[config.mk]
export PLATFORM = sky130hd
export DESIGN_NAME = cpu_gshare_direction_predictor_flat
export DESIGN_NICKNAME = d
export VERILOG_FILES = /design/src/rtl/cpu_bp_pkg.sv /design/src/rtl/cpu_gshare_direction_predictor_if.sv /design/src/rtl/cpu_pattern_history_table.sv /design/src/rtl/cpu_gshare_direction_predictor.sv /design/src/flat_wrapper.sv
export SDC_FILE = /design/constraint.sdc
export NUM_CORES = 1
export LEC_CHECK = 0
export BUFFER_PORTS_ARGS = -buffer_cell sky130_fd_sc_hd__buf_2
export CAP_MARGIN = 25
export CORE_MARGIN = 1
export CORE_UTILIZATION = 59
export CTS_CLUSTER_DIAMETER = 30
export DETAILED_ROUTE_END_ITERATION = 8
export PLACE_DENSITY_LB_ADDON = 0.3
export SYNTH_ARGS = -nofsm -noshare
export SYNTH_HDL_FRONTEND = slang
export SYNTH_SLANG_ARGS = --single-unit
export TNS_END_PERCENT = 50
[constraint.sdc]
create_clock -name clk -period 46 [get_ports clk]
set_clock_uncertainty 0.1 [all_clocks]
set_input_delay 0 -clock clk [delete_from_list [all_inputs] [get_ports clk]]
set_output_delay 0 -clock clk [all_outputs]
set_load 0.1 [all_outputs]
[src/rtl/cpu_bp_pkg.sv]
// ============================================================================
// Module      : cpu_bp_pkg
// Description : Shared encodings for the gshare direction predictor.
// Revision    : 1.0 - initial release
// ============================================================================
`default_nettype none

package cpu_bp_pkg;

    localparam logic [1:0] c_CTR_SNT  = 2'b00;
    localparam logic [1:0] c_CTR_WNT  = 2'b01;
    localparam logic [1:0] c_CTR_WT   = 2'b10;
    localparam logic [1:0] c_CTR_ST   = 2'b11;
    localparam logic [1:0] c_PHT_INIT = c_CTR_WNT;

    typedef enum logic [0:0] {
        ST_INIT = 1'b0,
        ST_RUN  = 1'b1
    } bp_state_e;

    function automatic logic [1:0] sat_update(input logic [1:0] ctr, input logic taken);
        logic [1:0] res;
        res = ctr;
        if (taken) begin
            if (ctr != c_CTR_ST) res = ctr + 2'd1;
        end else begin
            if (ctr != c_CTR_SNT) res = ctr - 2'd1;
        end
        return res;
    endfunction

endpackage

`default_nettype wire

[src/rtl/cpu_gshare_direction_predictor_if.sv]
// ============================================================================
// Module      : cpu_gshare_direction_predictor_if
// Description : Fetch/prediction and resolve/training signals of the predictor.
// Revision    : 1.0 - initial release
// ============================================================================
`default_nettype none

interface cpu_gshare_direction_predictor_if #(
    parameter int XLEN       = 32,
    parameter int HIST_WIDTH = 8
);
    logic [XLEN-1:0]       fetch_pc;
    logic                  fetch_valid;
    logic                  btb_hit;
    logic [XLEN-1:0]       btb_target;
    logic                  ready;
    logic                  pred_taken;
    logic [XLEN-1:0]       pred_next_pc;
    logic [HIST_WIDTH-1:0] pred_ghr;
    logic                  upd_valid;
    logic [XLEN-1:0]       upd_pc;
    logic [HIST_WIDTH-1:0] upd_ghr;
    logic                  upd_taken;
    logic                  upd_mispredict;

    modport master (
        output fetch_pc, fetch_valid, btb_hit, btb_target,
        output upd_valid, upd_pc, upd_ghr, upd_taken, upd_mispredict,
        input  ready, pred_taken, pred_next_pc, pred_ghr
    );

    modport slave (
        input  fetch_pc, fetch_valid, btb_hit, btb_target,
        input  upd_valid, upd_pc, upd_ghr, upd_taken, upd_mispredict,
        output ready, pred_taken, pred_next_pc, pred_ghr
    );
endinterface

`default_nettype wire

[src/rtl/cpu_pattern_history_table.sv]
// ============================================================================
// Module      : cpu_pattern_history_table
// Description : 2-bit counter array with async read, saturating write and init sweep.
// Revision    : 1.0 - initial release
// ============================================================================
`default_nettype none

module cpu_pattern_history_table
    import cpu_bp_pkg::*;
#(
    parameter int HIST_WIDTH = 8
) (
    input  wire logic                  clk,
    input  wire logic                  rst,
    input  wire logic                  init_i,
    input  wire logic [HIST_WIDTH-1:0] rd_idx_i,
    output logic      [1:0]            rd_ctr_o,
    input  wire logic                  upd_en_i,
    input  wire logic [HIST_WIDTH-1:0] upd_idx_i,
    input  wire logic                  upd_taken_i,
    output logic                       sweep_last_o
);
    localparam int c_DEPTH = 1 << HIST_WIDTH;

    logic [1:0]            pht_q [c_DEPTH];
    logic [HIST_WIDTH-1:0] ptr_q;

    // Read returns the pre-write value; same-cycle updates land at the next edge.
    assign rd_ctr_o     = pht_q[rd_idx_i];
    assign sweep_last_o = init_i & (ptr_q == '1);

    always_ff @(posedge clk) begin
        if (rst) begin
            ptr_q <= '0;
        end else if (init_i) begin
            ptr_q <= ptr_q + 1'b1;
        end
    end

    always_ff @(posedge clk) begin
        if (!rst) begin
            if (init_i) begin
                pht_q[ptr_q] <= c_PHT_INIT;
            end else if (upd_en_i) begin
                pht_q[upd_idx_i] <= sat_update(pht_q[upd_idx_i], upd_taken_i);
            end
        end
    end

endmodule

`default_nettype wire

[src/rtl/cpu_gshare_direction_predictor.sv]
// ============================================================================
// Module      : cpu_gshare_direction_predictor
// Description : Gshare direction predictor with speculative GHR and recovery.
// Revision    : 1.0 - initial release
// ============================================================================
`default_nettype none

module cpu_gshare_direction_predictor
    import cpu_bp_pkg::*;
#(
    parameter int XLEN        = 32,
    parameter int BYTE_OFFSET = 2,
    parameter int HIST_WIDTH  = 8
) (
    input  wire logic                       clk,
    input  wire logic                       rst,
    cpu_gshare_direction_predictor_if.slave bp
);
    bp_state_e             state_q, state_d;
    logic [HIST_WIDTH-1:0] ghr_q, ghr_d;
    logic                  w_run;
    logic [HIST_WIDTH-1:0] w_fetch_idx;
    logic [HIST_WIDTH-1:0] w_upd_idx;
    logic [1:0]            w_rd_ctr;
    logic                  w_sweep_last;
    logic                  w_pred_taken;
    logic                  w_unused_upd_pc;

    assign w_run       = (state_q == ST_RUN);
    assign w_fetch_idx = bp.fetch_pc[BYTE_OFFSET +: HIST_WIDTH] ^ ghr_q;
    assign w_upd_idx   = bp.upd_pc[BYTE_OFFSET +: HIST_WIDTH] ^ bp.upd_ghr;
    assign w_unused_upd_pc = ^bp.upd_pc;

    cpu_pattern_history_table #(
        .HIST_WIDTH (HIST_WIDTH)
    ) u_pht (
        .clk          (clk),
        .rst          (rst),
        .init_i       (~w_run),
        .rd_idx_i     (w_fetch_idx),
        .rd_ctr_o     (w_rd_ctr),
        .upd_en_i     (w_run & bp.upd_valid),
        .upd_idx_i    (w_upd_idx),
        .upd_taken_i  (bp.upd_taken),
        .sweep_last_o (w_sweep_last)
    );

    always_comb begin
        state_d = state_q;
        case (state_q)
            ST_INIT: if (w_sweep_last) state_d = ST_RUN;
            ST_RUN:  state_d = ST_RUN;
            default: state_d = ST_INIT;
        endcase
    end

    assign w_pred_taken    = w_run & bp.btb_hit & w_rd_ctr[1];
    assign bp.ready        = w_run;
    assign bp.pred_taken   = w_pred_taken;
    assign bp.pred_next_pc = w_pred_taken ? bp.btb_target : (bp.fetch_pc + XLEN'(4));
    assign bp.pred_ghr     = ghr_q;

    // Misprediction recovery takes priority over the speculative shift.
    always_comb begin
        ghr_d = ghr_q;
        if (w_run) begin
            if (bp.upd_valid && bp.upd_mispredict) begin
                ghr_d = {bp.upd_ghr[HIST_WIDTH-2:0], bp.upd_taken};
            end else if (bp.fetch_valid && bp.btb_hit) begin
                ghr_d = {ghr_q[HIST_WIDTH-2:0], w_pred_taken};
            end
        end
    end

    always_ff @(posedge clk) begin
        if (rst) begin
            state_q <= ST_INIT;
            ghr_q   <= '0;
        end else begin
            state_q <= state_d;
            ghr_q   <= ghr_d;
        end
    end

endmodule

`default_nettype wire
[src/flat_wrapper.sv]
// flat-port wrapper written by rule: the top's interface ports become plain ports
module cpu_gshare_direction_predictor_flat import cpu_bp_pkg::*;
#(
    parameter int XLEN        = 32,
    parameter int BYTE_OFFSET = 2,
    parameter int HIST_WIDTH  = 8
)
  (clk, rst, bp_fetch_pc, bp_fetch_valid, bp_btb_hit, bp_btb_target, bp_upd_valid, bp_upd_pc, bp_upd_ghr, bp_upd_taken, bp_upd_mispredict, bp_ready, bp_pred_taken, bp_pred_next_pc, bp_pred_ghr);
  cpu_gshare_direction_predictor_if #(.XLEN(XLEN), .HIST_WIDTH(HIST_WIDTH)) bp_i ();
  input  wire logic clk;
  input  wire logic rst;
  input wire logic [$bits(bp_i.fetch_pc)-1:0] bp_fetch_pc;
  input wire logic [$bits(bp_i.fetch_valid)-1:0] bp_fetch_valid;
  input wire logic [$bits(bp_i.btb_hit)-1:0] bp_btb_hit;
  input wire logic [$bits(bp_i.btb_target)-1:0] bp_btb_target;
  input wire logic [$bits(bp_i.upd_valid)-1:0] bp_upd_valid;
  input wire logic [$bits(bp_i.upd_pc)-1:0] bp_upd_pc;
  input wire logic [$bits(bp_i.upd_ghr)-1:0] bp_upd_ghr;
  input wire logic [$bits(bp_i.upd_taken)-1:0] bp_upd_taken;
  input wire logic [$bits(bp_i.upd_mispredict)-1:0] bp_upd_mispredict;
  output wire logic [$bits(bp_i.ready)-1:0] bp_ready;
  output wire logic [$bits(bp_i.pred_taken)-1:0] bp_pred_taken;
  output wire logic [$bits(bp_i.pred_next_pc)-1:0] bp_pred_next_pc;
  output wire logic [$bits(bp_i.pred_ghr)-1:0] bp_pred_ghr;
  assign bp_i.fetch_pc = bp_fetch_pc;
  assign bp_i.fetch_valid = bp_fetch_valid;
  assign bp_i.btb_hit = bp_btb_hit;
  assign bp_i.btb_target = bp_btb_target;
  assign bp_i.upd_valid = bp_upd_valid;
  assign bp_i.upd_pc = bp_upd_pc;
  assign bp_i.upd_ghr = bp_upd_ghr;
  assign bp_i.upd_taken = bp_upd_taken;
  assign bp_i.upd_mispredict = bp_upd_mispredict;
  assign bp_ready = bp_i.ready;
  assign bp_pred_taken = bp_i.pred_taken;
  assign bp_pred_next_pc = bp_i.pred_next_pc;
  assign bp_pred_ghr = bp_i.pred_ghr;
  cpu_gshare_direction_predictor #(.XLEN(XLEN), .BYTE_OFFSET(BYTE_OFFSET), .HIST_WIDTH(HIST_WIDTH)) u_core (.clk(clk), .rst(rst), .bp(bp_i));
endmodule
==> metrics.txt <==
# TYPE chip_impl_metric gauge
chip_impl_metric{name="layout_cells_sized_above_1",unit=""} 0.268
chip_impl_metric{name="synth.ff_latch_count",unit=""} 529
chip_impl_metric{name="final_hold_viol_count",unit=""} 0
chip_impl_metric{name="max_clock_buf_depth",unit=""} 3
chip_impl_metric{name="drcViolationCount",unit=""} 0
chip_impl_metric{name="synth_area_per_cell",unit="um^2"} 15.0
chip_impl_metric{name="cp.depth",unit=""} 11
chip_impl_metric{name="standard_cell_row_count",unit=""} 75
chip_impl_metric{name="numCtsBuffers",unit=""} 89
chip_impl_metric{name="drt-vias-per-instance",unit=""} 7.09
chip_impl_metric{name="insertedDiodeCount",unit=""} 0
chip_impl_metric{name="synth.distinct_cells",unit=""} 69
chip_impl_metric{name="core_region_area",unit="mm^2"} 0.0422
chip_impl_info{name="yosysMostFrequentCell",value="edfxtp_1"} 1
chip_impl_info{name="timing.critical_path.slowest_stage_cell",value="buf_4"} 1
chip_impl_info{name="synth.cells.most_frequent",value="edfxtp_1 (512), nor2_1 (327), nand2_1 (159), mux4_2 (134), clkbuf_1 (66)"} 1
chip_impl_info{name="unrepaired_setup_endpoints_after_global_routing",value="false"} 1
chip_impl_metric{name="netlist_area",unit="mm^2"} 0.0255
chip_impl_info{name="outcome",value="completed"} 1
chip_impl_info{name="maxUsedRoutingLayer",value="met4"} 1
chip_impl_metric{name="htreeDepth",unit=""} 3
chip_impl_metric{name="tritoncts_num_sinks",unit=""} 529
chip_impl_metric{name="wire_per_inst",unit="um"} 30.9
chip_impl_info{name="crit_type",value="register to output port"} 1
chip_impl_metric{name="grt-ovfl-total",unit=""} 0
chip_impl_metric{name="route.met2.wl",unit="um"} 34800
chip_impl_metric{name="hpwl",unit="um"} 46900
chip_impl_metric{name="r2r_cells",unit=""} 11
chip_impl_metric{name="syn_nets",unit=""} 1811
chip_impl_metric{name="initial_utilization",unit=""} 0.603
chip_impl_metric{name="clock.fmax",unit="GHz"} 0.170
chip_impl_metric{name="die_area",unit="mm^2"} 0.0440
chip_impl_metric{name="grt_pass1_vias",unit=""} 17300
chip_impl_metric{name="place.port_buffers",unit=""} 128
chip_impl_metric{name="layout.nets",unit=""} 1999
chip_impl_metric{name="synth_warn",unit=""} 0
chip_impl_info{name="timing.critical_path.from_type",value="register"} 1
chip_impl_info{name="min_path_type",value="input pin to register"} 1
chip_impl_metric{name="area_growth_syn_to_layout",unit="%"} 18.1
chip_impl_metric{name="cp.required",unit="ns"} 45.90
chip_impl_info{name="cpLargestDelayFamily",value="buffers and inverters"} 1
chip_impl_info{name="crit_chain",value="xor2_4, buf_4, mux4_2, mux2i_1, o311ai_1, a221oi_1, a221oi_2, nand4_2, nand2_4, mux2_4, buf_2"} 1
chip_impl_metric{name="finalSetupViolCount",unit=""} 0
chip_impl_metric{name="routedLengthMet1",unit="um"} 25100
chip_impl_metric{name="total_leakage_power",unit="nW"} 11.3
chip_impl_info{name="setup.worst_path.start",value="u_core.bp.pred_ghr[1]"} 1
chip_impl_metric{name="cp_max_fo",unit=""} 52
chip_impl_metric{name="postSynthCellCount",unit=""} 1698
chip_impl_metric{name="die_height",unit="um"} 210
chip_impl_metric{name="final.period_utilization",unit=""} 0.128
chip_impl_metric{name="synth.top_cell.area_share",unit=""} 0.604
chip_impl_metric{name="die-width",unit="um"} 210
chip_impl_metric{name="worst_slew_pin_slew",unit="ns"} 1.10
chip_impl_metric{name="slew_viol_final",unit=""} 0
chip_impl_metric{name="wl_met3",unit="um"} 11800
chip_impl_info{name="clock_tree_from_tritoncts",value="built"} 1
chip_impl_metric{name="worst_ep_arrival_time",unit="ns"} 5.78
chip_impl_info{name="worstReg2RegStart",value="u_core.bp.pred_ghr[1]"} 1
chip_impl_metric{name="yosysSeqAreaShare",unit=""} 0.617
chip_impl_metric{name="vdd_drop_max",unit="V"} 0.0000269
chip_impl_metric{name="ioPinCount",unit=""} 153
chip_impl_metric{name="finalCoreUtilization",unit=""} 0.712
chip_impl_metric{name="grt_antenna_before_repair",unit=""} 0
chip_impl_metric{name="fillers",unit=""} 2527
chip_impl_info{name="worst_r2r_endpoint",value="u_core.bp.pred_ghr[0]"} 1
chip_impl_info{name="synth-main-ff-cell",value="edfxtp_1"} 1
chip_impl_metric{name="drt.antenna.violating_nets",unit=""} 0
chip_impl_metric{name="cts_repair_resize_count",unit=""} 0
chip_impl_metric{name="ff2ff_setup_slack",unit="ns"} 41.02
chip_impl_metric{name="fin_total_pwr",unit="W"} 0.00130
chip_impl_metric{name="num_vias",unit=""} 17700
chip_impl_metric{name="layout.area.seq",unit="mm^2"} 0.0157
chip_impl_metric{name="wire_length_of_the_first_global_routing_pass",unit="um"} 111000
chip_impl_metric{name="clk_pin_slew_worst_paths",unit="ns"} 0.05
chip_impl_metric{name="clock_insertion_delay_worst_skew",unit="ns"} 0.64
chip_impl_info{name="worst_setup_path_endpoint",value="bp_pred_next_pc[5]"} 1
chip_impl_info{name="netlist_top_cells_area",value="edfxtp_1 (60%), mux4_2 (12%), nor2_1 (4.8%), mux4_1 (3.2%), nand2_1 (2.3%)"} 1
chip_impl_metric{name="drt_pass1_iterations",unit=""} 6
chip_impl_metric{name="final_critical_path_setup_slack",unit="ns"} 40.12
chip_impl_metric{name="worst_path_largest_cell_delay",unit="ns"} 0.88
chip_impl_metric{name="grt_start_max_net_pins",unit=""} 111
chip_impl_info{name="clk_root_buffer_cell",value="clkbuf_16"} 1
chip_impl_metric{name="period_needed",unit="ns"} 5.88
chip_impl_metric{name="max_slew_margin",unit=""} 0.265
chip_impl_metric{name="synth_async_sr_flop_share",unit=""} 0
chip_impl_metric{name="cap_viol_max_count",unit=""} 0
chip_impl_info{name="post-synth-top-area-cell",value="edfxtp_1"} 1
chip_impl_metric{name="tns",unit="ns"} 0
chip_impl_metric{name="finalWeightedCongestion",unit=""} 0.961
chip_impl_metric{name="grt_util_all_layers",unit=""} 0.354
chip_impl_metric{name="cellPowerDensity",unit="mW/mm^2"} 43.3
chip_impl_metric{name="place_ws",unit="ns"} 40.11
chip_impl_metric{name="multi_input_area",unit="mm^2"} 0.00916
chip_impl_metric{name="first_iter_violations",unit=""} 3036
chip_impl_metric{name="wirelength",unit="um"} 77200
chip_impl_metric{name="critical_path.n_buffers_inverters",unit=""} 2
chip_impl_info{name="crit_path_end_kind",value="output port"} 1
chip_impl_metric{name="synth_enable_flop_cells",unit=""} 512
==> cells in the final DEF (no fill, tap or decap), types with 5 or more instances in the layout <==
| master | instances |
|---|---|
| a21oi_1 | 26 |
| nor3_1 | 12 |
| clkbuf_16 | 92 |
| a311oi_1 | 10 |
| a22oi_1 | 31 |
| a211oi_1 | 5 |
| dfxtp_1 | 17 |
| buf_4 | 46 |
| a32oi_1 | 10 |
| clkinv_4 | 9 |
| mux4_1 | 31 |
| mux4_2 | 134 |
| buf_2 | 128 |
| o211ai_1 | 9 |
| mux2_2 | 8 |
| xor2_4 | 6 |
| o21ai_0 | 11 |
| and3_1 | 10 |
| nand3_1 | 58 |
| xnor2_1 | 31 |
| nor2_1 | 327 |
| clkinvlp_4 | 10 |
| mux2_4 | 28 |
| clkinv_1 | 10 |
| mux2i_1 | 28 |
| inv_6 | 9 |
| bufinv_16 | 13 |
| a21o_1 | 5 |
| buf_16 | 5 |
| nand2_1 | 159 |
| dlygate4sd3_1 | 24 |
| xor2_1 | 22 |
| clkbuf_1 | 7 |
| o2111ai_1 | 5 |
| clkinv_2 | 12 |
| nand4_1 | 9 |
| mux4_4 | 7 |
| edfxtp_1 | 512 |
| a31oi_1 | 17 |
==> worst min path at each step <==
| stage | from | end | cells past startpoint |
|---|---|---|---|
| global placement | bp_upd_ghr[5] | u_core.bp.pred_ghr[6] | 3 |
| finish | bp_fetch_valid | u_core.bp.pred_ghr[0] | 5 |
| global route | bp_fetch_valid | u_core.bp.pred_ghr[0] | 5 |
| CTS | bp_fetch_valid | u_core.bp.pred_ghr[0] | 5 |
| detailed placement | bp_upd_ghr[4] | u_core.bp.pred_ghr[5] | 3 |
| floorplan | bp_upd_ghr[0] | u_core.bp.pred_ghr[1] | 2 |
==> layer usage <==
metal	vias to the layer above	track usage
li1	7064	-
met1	8568	0.446
met2	1728	0.534
met3	375	0.118
met4	0	0.215
met5	-	0
==> worst register-to-register path, delay by kind of cell, from the launching register on <==
kind	cells	cell delay [ns]
buf+inv	2	1.43
compound gates	5	1.30
xor+xnor	1	0.75
mux	2	0.58
flops	1	0.51
simple gates	1	0.23
==> final cells by class <==
| type | instances | share of cell area |
|---|---|---|
| inverters | 2 | 0.000250 |
| well taps | 539 | 0.0224 |
| repair buffers | 206 | 0.0466 |
| clock buffers | 99 | 0.0774 |
| flip-flops and latches | 529 | 0.523 |
| clock inverters | 67 | 0.0263 |
| multi-input cells | 1058 | 0.304 |
==> what timing repair did <==
action / 4_1_cts / 5_1_grt
hold buffers: 24 / 0
setup endpoints to repair: 0 / 0
buffers inserted: 0 / 0
endpoints found under the hold margin: 17 / 0
==> registers in the layout, summed over array words and instances (netlist names) <==
register / flops
u_core.u_pht.pht_q: 512
u_core.bp.pred_ghr: 8
u_core.bp.ready: 1
u_core.u_pht.ptr_q: 8
==> metrics by stage <==
| step | hold WS [ns] | instance area [um^2] | cells |
|---|---|---|---|
| CTS | 0.142 | 30000 | 2497 |
| finish | 0.187 | 30100 | 2500 |
| global placement | 0.239 | 26600 | 2302 |
| floorplan | 0.0859 | 25500 | 1698 |
| detailed placement | 0.253 | 26700 | 2307 |
| global route | 0.238 | 30100 | 2500 |
==> power breakdown <==
part | leakage (nW) | switching, W | internal (W)
sequential | 6.10 | 0.000000552 | 0.000521
combinational | 3.68 | 0.0000664 | 0.0000284
clock | 1.50 | 0.000244 | 0.000442
total | 11.3 | 0.000311 | 0.000991
==> kinds of logic (layout without fill, tap and decap cells) <==
logic type / after synthesis / after routing / synth area share
fa+ha+maj: 2 / 2 / 0.000983
xor+xnor: 63 / 63 / 0.0237
flops: 529 / 529 / 0.617
simple gates: 597 / 597 / 0.0969
mux: 236 / 236 / 0.188
compound gates: 160 / 160 / 0.0454
buf+inv: 111 / 374 / 0.0273
No activity file was read; power rests on OpenSTA's default activity.
